File: src/rtl/seq_det_pkg.sv
// Shared types and helpers for the programmable serial pattern detector.
package seq_det_pkg;

  localparam int DEF_MAX_LEN = 8;
  localparam int DEF_LEN_W   = $clog2(DEF_MAX_LEN + 1);
  localparam int MASK_W      = 64;

  typedef enum logic {
    IDLE = 1'b0,
    RUN  = 1'b1
  } state_t;

  function automatic logic [MASK_W-1:0] len_mask(input int len);
    logic [MASK_W-1:0] m;
    for (int i = 0; i < MASK_W; i++) begin
      m[i] = (i < len);
    end
    return m;
  endfunction

endpackage

File: src/rtl/seq_det_hist.sv
// Serial history shift register with a saturating fill counter.
module seq_det_hist
  import seq_det_pkg::*;
#(
  parameter int MAX_LEN = DEF_MAX_LEN,
  parameter int LEN_W   = $clog2(MAX_LEN + 1)
) (
  input  logic               clk,
  input  logic               rst_n,
  input  logic               shift_en,
  input  logic               clr,
  input  logic               restart,
  input  logic               din,
  output logic [MAX_LEN-1:0] hist_next,
  output logic [LEN_W-1:0]   fill_next
);

  logic [MAX_LEN-1:0] hist_q;
  logic [LEN_W-1:0]   fill_q;

  always_comb begin
    hist_next = hist_q;
    fill_next = fill_q;
    if (shift_en) begin
      hist_next = {hist_q[MAX_LEN-2:0], din};
      if (fill_q != LEN_W'(MAX_LEN)) begin
        fill_next = fill_q + LEN_W'(1);
      end
    end
  end

  // restart empties the fill on a non-overlap match; bits stay for debug
  always_ff @(posedge clk or negedge rst_n) begin
    if (!rst_n) begin
      hist_q <= '0;
      fill_q <= '0;
    end else if (clr) begin
      hist_q <= '0;
      fill_q <= '0;
    end else begin
      hist_q <= hist_next;
      fill_q <= restart ? '0 : fill_next;
    end
  end

endmodule

File: src/rtl/seq_detector_prog.sv
// Run-time programmable serial pattern detector with match counter.
module seq_detector_prog
  import seq_det_pkg::*;
#(
  parameter int MAX_LEN = DEF_MAX_LEN,
  parameter int CNT_W   = 16,
  localparam int LEN_W  = $clog2(MAX_LEN + 1)
) (
  input  logic               clk,
  input  logic               rst_n,
  input  logic               din,
  input  logic               din_valid,
  input  logic               cfg_load,
  input  logic [MAX_LEN-1:0] pattern,
  input  logic [LEN_W-1:0]   pat_len,
  input  logic               overlap_en,
  input  logic               count_clr,
  output logic               detect,
  output logic [CNT_W-1:0]   match_count,
  output logic               cfg_err,
  output logic               armed
);

  state_t             state_q;
  state_t             state_d;
  logic [MAX_LEN-1:0] pat_q;
  logic [LEN_W-1:0]   len_q;
  logic               ovl_q;
  logic               cfg_ok;
  logic               shift_en;
  logic               match;
  logic [MAX_LEN-1:0] mask;
  logic [MAX_LEN-1:0] hist_next;
  logic [LEN_W-1:0]   fill_next;
  logic               detect_q;
  logic               err_q;
  logic [CNT_W-1:0]   cnt_q;

  assign cfg_ok = (pat_len != '0) && (int'(pat_len) <= MAX_LEN);
  assign shift_en = (state_q == RUN) && din_valid && !cfg_load;
  assign mask = MAX_LEN'(len_mask(int'(len_q)));
  assign match = shift_en && (fill_next >= len_q)
              && (((hist_next ^ pat_q) & mask) == '0);

  seq_det_hist #(
    .MAX_LEN (MAX_LEN),
    .LEN_W   (LEN_W)
  ) u_hist (
    .clk       (clk),
    .rst_n     (rst_n),
    .shift_en  (shift_en),
    .clr       (cfg_load),
    .restart   (match && !ovl_q),
    .din       (din),
    .hist_next (hist_next),
    .fill_next (fill_next)
  );

  always_comb begin
    state_d = state_q;
    if (cfg_load) begin
      state_d = cfg_ok ? RUN : IDLE;
    end
  end

  always_ff @(posedge clk or negedge rst_n) begin
    if (!rst_n) begin
      state_q <= IDLE;
      pat_q   <= '0;
      len_q   <= '0;
      ovl_q   <= 1'b0;
    end else begin
      state_q <= state_d;
      if (cfg_load) begin
        pat_q <= pattern;
        len_q <= pat_len;
        ovl_q <= overlap_en;
      end
    end
  end

  // clear wins first, so a same-edge match lands on a count of one
  always_ff @(posedge clk or negedge rst_n) begin
    if (!rst_n) begin
      detect_q <= 1'b0;
      err_q    <= 1'b0;
      cnt_q    <= '0;
    end else begin
      detect_q <= match;
      err_q    <= cfg_load && !cfg_ok;
      if (count_clr) begin
        cnt_q <= match ? CNT_W'(1) : '0;
      end else if (match && (cnt_q != '1)) begin
        cnt_q <= cnt_q + CNT_W'(1);
      end
    end
  end

  assign detect      = detect_q;
  assign cfg_err     = err_q;
  assign match_count = cnt_q;
  assign armed       = (state_q == RUN);

endmodule

File: config.mk
export PLATFORM = sky130hd
export DESIGN_NAME = seq_detector_prog
export DESIGN_NICKNAME = d
export VERILOG_FILES = /design/src/rtl/seq_det_pkg.sv /design/src/rtl/seq_det_hist.sv /design/src/rtl/seq_detector_prog.sv
export SDC_FILE = /design/constraint.sdc
export NUM_CORES = 1
export LEC_CHECK = 0
export CAP_MARGIN = 20
export CORE_MARGIN = 1
export CORE_UTILIZATION = 55
export DETAILED_ROUTE_END_ITERATION = 12
export PLACE_DENSITY = 0.8
export SLEW_MARGIN = 10
export SYNTH_ARGS = -nofsm -noshare
export SYNTH_HDL_FRONTEND = slang
export SYNTH_SLANG_ARGS = --single-unit
File: constraint.sdc
create_clock -name clk -period 5.9 [get_ports clk]
set_input_delay 1.18 -clock clk [delete_from_list [all_inputs] [get_ports clk]]
set_output_delay 1.18 -clock clk [all_outputs]
set_load 0.02 [all_outputs]
==> results of run 1 <==
[worst max-delay path: stages]
cell and delay [ns]:
clkdlybuf4s50_1 0.52, and3b_1 0.43, o21ai_0 0.20, xnor2_1 0.18
ha_1 0.27, nand2b_1 0.09, a2111oi_0 0.08, a2111oi_0 0.55
nand4_1 0.15, buf_4 0.24, nor4b_1 0.34, mux2_1 0.35
[registers in the layout, summed over array words and instances (netlist names)]
register       flops
armed              1
cfg_err            1
detect             1
len_q              4
match_count       16
ovl_q              1
pat_q              8
u_hist.fill_q      4
u_hist.hist_q      8
[final cells by class]
class                      instances  area share [%]
clock buffer                       6            2.89
timing repair buffer              41            14.6
multi-input combinational        166            39.8
clock inverter                     2           0.351
inverter                          12            1.58
sequential                        44            38.6
tap                               50            2.19
[cells by family after synthesis]
logic type / after synthesis
AOI/OAI and AO/OA: 46
xor gates and xnor gates: 11
adders and majority gates: 8
buffers and inverters: 23
DFF: 44
muxes: 18
and+or+nand+nor: 83
[power by group through the flow]
stage | Combinational [mW] | Sequential (mW) | Clock [mW]
after floorplan | 0.0429 | 0.328 | 0
after global placement | 0.0729 | 0.328 | 0
after CTS | 0.0751 | 0.323 | 0.202
final | 0.0768 | 0.323 | 0.196
after global routing | 0.0858 | 0.325 | 0.212
after detailed placement | 0.0749 | 0.329 | 0
[per-stage QoR]
stage,power (mW),worst slack [ns],hold slack (ns),std cells,cell area [sq um]
detailed placement,0.404,1.20,0.524,312,2730
floorplan,0.371,2.10,0.481,233,2330
global route,0.623,1.25,0.570,321,2850
finish,0.596,1.51,0.540,321,2850
global placement,0.401,1.32,0.513,312,2730
CTS,0.600,1.50,0.536,320,2830
[path summary, 6_finish.rpt]
check                                 startpoint                to  slack [ns]  depth (start not counted)
worst max-delay path                   din_valid    match_count[5]        1.51                         12
worst max register to register             armed    match_count[5]        2.45                         11
worst min register to register  u_hist.hist_q[3]  u_hist.hist_q[3]        0.54                          2
max in group asynchronous                  rst_n          pat_q[3]        4.54                          2
min in group asynchronous                  rst_n  u_hist.fill_q[1]        0.86                          1
worst min-delay path            u_hist.hist_q[3]  u_hist.hist_q[3]        0.54                          2
[layer usage]
metal	part of all wire [%]	track usage [%]
met2	44	33.8
met1	50	35.4
met3	4.8	5.99
met4	1.6	7.98
met5	0	0
[cells in the final DEF, fill, tap and decap left out, drive strengths merged, types with 3 or more instances in the layout]
master	count
mux2i	6
ha	7
or4	9
nand3	7
a21oi	14
inv	12
nor2	19
buf	5
nand4	6
mux2	12
nand2b	3
nand2	21
clkbuf	6
clkdlybuf4s50	36
o31ai	9
nor3	3
dfrtp	44
xnor2	9
nand3b	3
o21ai	9
==> flow_summary_export.csv, run 1 <==
group,metric,value,unit
route,drtPass1Iterations,5,
synthesis,synth_area,0.00233,sq mm
synthesis,synth_common_cells,"dfrtp_1, nand2_1, nor2_1, a21oi_1",
clock_tree,cts_tree,"built",
worst_setup_path,critical_path_class,"in -> reg",
route,first_iter_violations,149,
sta,setup_tns,0,ns
synthesis,yosys.area.top_type,"dfrtp_1",
clock_tree,clk_latency,0.30,ns
clock_tree,cts_root_buffer,"clkbuf_8",
global_routing,grt_antenna_before_repair,0,
worst_setup_path,critPathMaxFanout,29,
clock_tree,post_cts_buffers,0,
clock_tree,path_clk_slew,0.08,ns
synthesis,syn-num-nets,259,
cells_and_area,fin_nets,296,
synthesis,ys.flop_type,"dfrtp_1",
power,p_clk_share,32.9,%
synthesis,synthSimpleGateAreaFrac,19.3,%
synthesis,synth_cells,233,
global_routing,grt_pass1_vias,1687,
global_routing,overflow,0,
sta,period_share,74.4,%
sta,tightest_slew,0.627,ns
placement,dp_hpwl,3.29,mm
power,peakVddDrop,176,uV
power,pwr-share-seq,54.2,%
sta,rsz0062_at_grt,"no",
synthesis,avgSynthCellArea,9.99,sq um
synthesis,synth_compound_area_share,12.8,%
worst_setup_path,worstPathRequired,6.08,ns
placement,numPortBuffers,37,
synthesis,synth_top_area_share,47.3,%
worst_setup_path,cp.arrival,4.58,ns
clock_tree,htree_levels,2,
cells_and_area,area_growth,22.6,%
power,pwr-share-comb,12.9,%
floorplanning,num_io_pins,38,
floorplanning,start_util,57.8,%
route,drc,0,
route,vias,1853,
synthesis,synth-edff-count,0,
route,avgRoutedWirePerCell,14.7,microns
power,intPower,0.446,mW
synthesis,synth-xor-area-share,4.14,%
floorplanning,rows,23,
clock_tree,hold_buffers,0,
worst_hold_path,hold_path_class,"reg -> reg",
sta,finalCriticalPeriod,4.39,ns
clock_tree,cts_sinks,44,
cells_and_area,finish.utilization,70.8,%
synthesis,synth_top_family_by_area,"simple AND/OR/NAND/NOR gates",
floorplanning,die-area,0.00450,sq mm
synthesis,yosysUniqueCellTypes,47,
sta,clock.fmax,228,MHz
worst_setup_path,worst_setup_path_start_kind,"input port",
cells_and_area,num_antenna_cells,0,
worst_setup_path,cp-end-kind,"register",
route,vias_per_cell,5.77,
synthesis,async_flop_share,100,%
status,status,"complete, no violations",
power,p_sw_share,25.2,%
power,netSwitchingPower,0.150,mW
power,p_leak,1.20,nW
synthesis,synth_fa_ha_area_share,4.19,%
floorplanning,die_w,67.1,microns
cells_and_area,fillers,318,
synthesis,synth_area_leaders,"dfrtp_1, mux2_2, ha_1, nand2_1, xnor2_1",
sta,hold_viol,0,
route,wl,4.73,mm
cells_and_area,multi_input_area,0.00114,sq mm
run,maxCapViolCount,0,
synthesis,yosysSeqAreaShare,47.3,%
floorplanning,fp.dieH,67.1,microns
synthesis,ys_ff_latch,44,
sta,slew_violations,0,
global_routing,track_usage,24.0,%
sta,finalSetupViolCount,0,
power,power.density,209,mW/mm^2
global_routing,grt_pass1_wl,7.96,mm
placement,place_congestion,0.842,
synthesis,synth_most_common_cell,"dfrtp_1",
clock_tree,numCtsBuffers,5,
global_routing,grt_max_degree,45,
cells_and_area,regArea,0.00110,sq mm
floorplanning,core_area,0.00403,sq mm
clock_tree,clk_path_buf_depth,2,
clock_tree,cts_resized,0,
cells_and_area,drive_gt1_share,9.59,%
sta,relSlewSlack,58.1,%
route,antenna_left,0,
sta,clock_skew,0.00654,ns
synthesis,ys_warn_count,0,
synthesis,synthMuxAreaShare,8.39,%
No activity file was read; power rests on OpenSTA's default activity.
==> run 2, diff against run 1 <==
Settings changed: CORE_UTILIZATION 55 to 53, PLACE_DENSITY 0.8 to 0.77.
Clock period 5.9 ns to 4.55 ns, I/O delays scaled along.
==> run 2 against run 1 <==
Setup slack got worse by 0.99 ns. Clock skew increased by 0.0028 ns. First-iteration DRC count is 13% lower. Total power rose by 30%. Global-route usage fell by 0.77 points. Clock power is 31% higher. Final area hardly changed. Wire length rose by 1.1%. Worst hold slack worse by 0.0063 ns. Non-clock buffer count is the same. Die area up 3.7%.
==> flow_summary_export.csv, run 2 (synthesis results as in run 1) <==
group,metric,value,unit
clock_tree,htree_levels,2,
worst_setup_path,cp.arrival,4.21,ns
cells_and_area,fillers,325,
sta,hold_viol,0,
floorplanning,rows,23,
floorplanning,num_io_pins,38,
worst_setup_path,crit_chain,"clkdlybuf4s50_1 -> and3b_1 -> o21ai_0 -> xnor2_1 -> ha_1 -> nand2b_1 -> a2111oi_0 -> a2111oi_0 -> nand4_1 -> buf_12 -> nor4b_1 -> mux2_1",
sta,worst_slack,0.521,ns
worst_hold_path,hold_depth,1,
cells_and_area,layout_common_cells,"dfrtp_1, clkdlybuf4s50_1, nand2_1, nor2_1, a21oi_1",
status,status,"complete, no violations",
worst_setup_path,critPathMaxFanout,29,
route,antenna_left,0,
sta,slew_violations,0,
clock_tree,cts_resized,0,
floorplanning,core_area,0.00412,sq mm
power,p_sw_share,25.2,%
sta,tightest_slew,0.975,ns
route,vias,1877,
power,netSwitchingPower,0.195,mW
clock_tree,cts_sinks,44,
clock_tree,post_cts_buffers,0,
clock_tree,cts_tree,"built",
power,intPower,0.578,mW
clock_tree,numCtsBuffers,5,
sta,finalSetupViolCount,0,
route,wl,4.78,mm
run,maxCapViolCount,0,
sta,finalCriticalPeriod,4.03,ns
power,p_clk_share,33.3,%
worst_hold_path,hold_path_class,"reg -> reg",
worst_setup_path,cp_slowest_cell,"a2111oi_0",
cells_and_area,fin_nets,296,
worst_setup_path,path_common_cell,"a2111oi_0",
global_routing,track_usage,23.2,%
worst_setup_path,worstPathRequired,4.73,ns
cells_and_area,area_growth,22.5,%
cells_and_area,drive_gt1_share,9.59,%
clock_tree,path_clk_slew,0.08,ns
worst_setup_path,worst_setup_path_start_kind,"input port",
route,vias_per_cell,5.85,
sta,clock.fmax,248,MHz
worst_setup_path,cp-end-kind,"register",
route,avgRoutedWirePerCell,14.9,microns
sta,period_share,88.6,%
cells_and_area,layout_commonest_cell,"dfrtp_1",
floorplanning,die-area,0.00466,sq mm
global_routing,overflow,0,
floorplanning,fp.dieH,68.3,microns
worst_setup_path,critical_path_class,"in -> reg",
power,power.density,271,mW/mm^2
route,drtPass1Iterations,4,
global_routing,grt_pass1_wl,8.02,mm
route,first_iter_violations,129,
worst_setup_path,crit_cells,12,
cells_and_area,num_antenna_cells,0,
route,drc,0,
power,peakVddDrop,203,uV
floorplanning,start_util,56.6,%
clock_tree,clk_latency,0.30,ns
global_routing,grt_max_degree,45,
cells_and_area,finish.utilization,69.3,%
floorplanning,die_w,68.3,microns
power,p_leak,1.19,nW
clock_tree,cts_root_buffer,"clkbuf_8",
global_routing,grt_antenna_before_repair,0,
clock_tree,clk_path_buf_depth,2,
worst_setup_path,path_buf_inv,2,
power,pwr-share-seq,54.3,%
worst_setup_path,r2r_cells,11,
worst_setup_path,slowest_delay,0.55,ns
placement,numPortBuffers,37,
sta,setup_tns,0,ns
worst_setup_path,cp_top_family,"simple AND/OR/NAND/NOR gates",
placement,place_congestion,0.859,
cells_and_area,largest_register_ffs,16,
sta,relSlewSlack,35.0,%
power,pwr-share-comb,12.4,%
placement,dp_hpwl,3.27,mm
placement,dp_slack,0.226,ns
clock_tree,hold_buffers,0,
sta,clock_skew,0.00937,ns
power,finalPower,0.773,mW
global_routing,grt_pass1_vias,1788,
sta,rsz0062_at_grt,"no",
-- run 2: changes by cell type in the layout (fill, tap and decap cells not counted) --
cell        change
buf_12          +1
clkinvlp_4      +2
clkinv_2        -2
buf_16          -1
-- run 2: power by group through the flow --
stage                     Clock [mW]  Combinational (mW)  Sequential (mW)
final                          0.257              0.0959            0.420
after global routing           0.280               0.107            0.422
after CTS                      0.263              0.0972            0.419
after detailed placement           0              0.0969            0.427
after global placement             0              0.0949            0.426
after floorplan                    0              0.0556            0.425
-- run 2: layout make-up --
| cell class | instances | area (sq um) | share of cell area, % |
|---|---|---|---|
| flip-flops and latches | 44 | 1100 | 38.6 |
| well taps | 50 | 62.6 | 2.19 |
| inverters | 12 | 45.0 | 1.58 |
| clock buffers | 6 | 82.6 | 2.90 |
| multi-input cells | 166 | 1140 | 39.9 |
| repair buffers | 41 | 408 | 14.3 |
| clock inverters | 2 | 15.0 | 0.527 |
-- run 2: through the flow --
step           std cells  area, sq um  hold WS (ns)
2_1_floorplan        233         2330         0.481
5_1_grt              321         2850         0.553
3_3_place_gp         313         2750         0.505
6_report             321         2850         0.534
3_5_place_dp         313         2750         0.505
4_1_cts              321         2850         0.532
-- run 2: worst paths after layout --
kind                       startpoint               end  slack (ns)
max in group asynchronous       rst_n  u_hist.fill_q[3]        3.18
max reg2reg                     armed    match_count[5]        1.22
min in group asynchronous       rst_n          pat_q[0]        0.76
min reg2reg                     ovl_q             ovl_q        0.53
min                             ovl_q             ovl_q        0.53
max                         din_valid    match_count[5]        0.52
-- run 2: routing by layer --
metal | share of wire, % | GRT usage [%] | vias to the layer above
li1 | - | - | 913
met3 | 3.3 | 5.00 | 4
met2 | 48 | 36.5 | 41
met5 | 0 | 0 | -
met4 | 0.92 | 7.55 | 0
met1 | 47 | 31.6 | 919
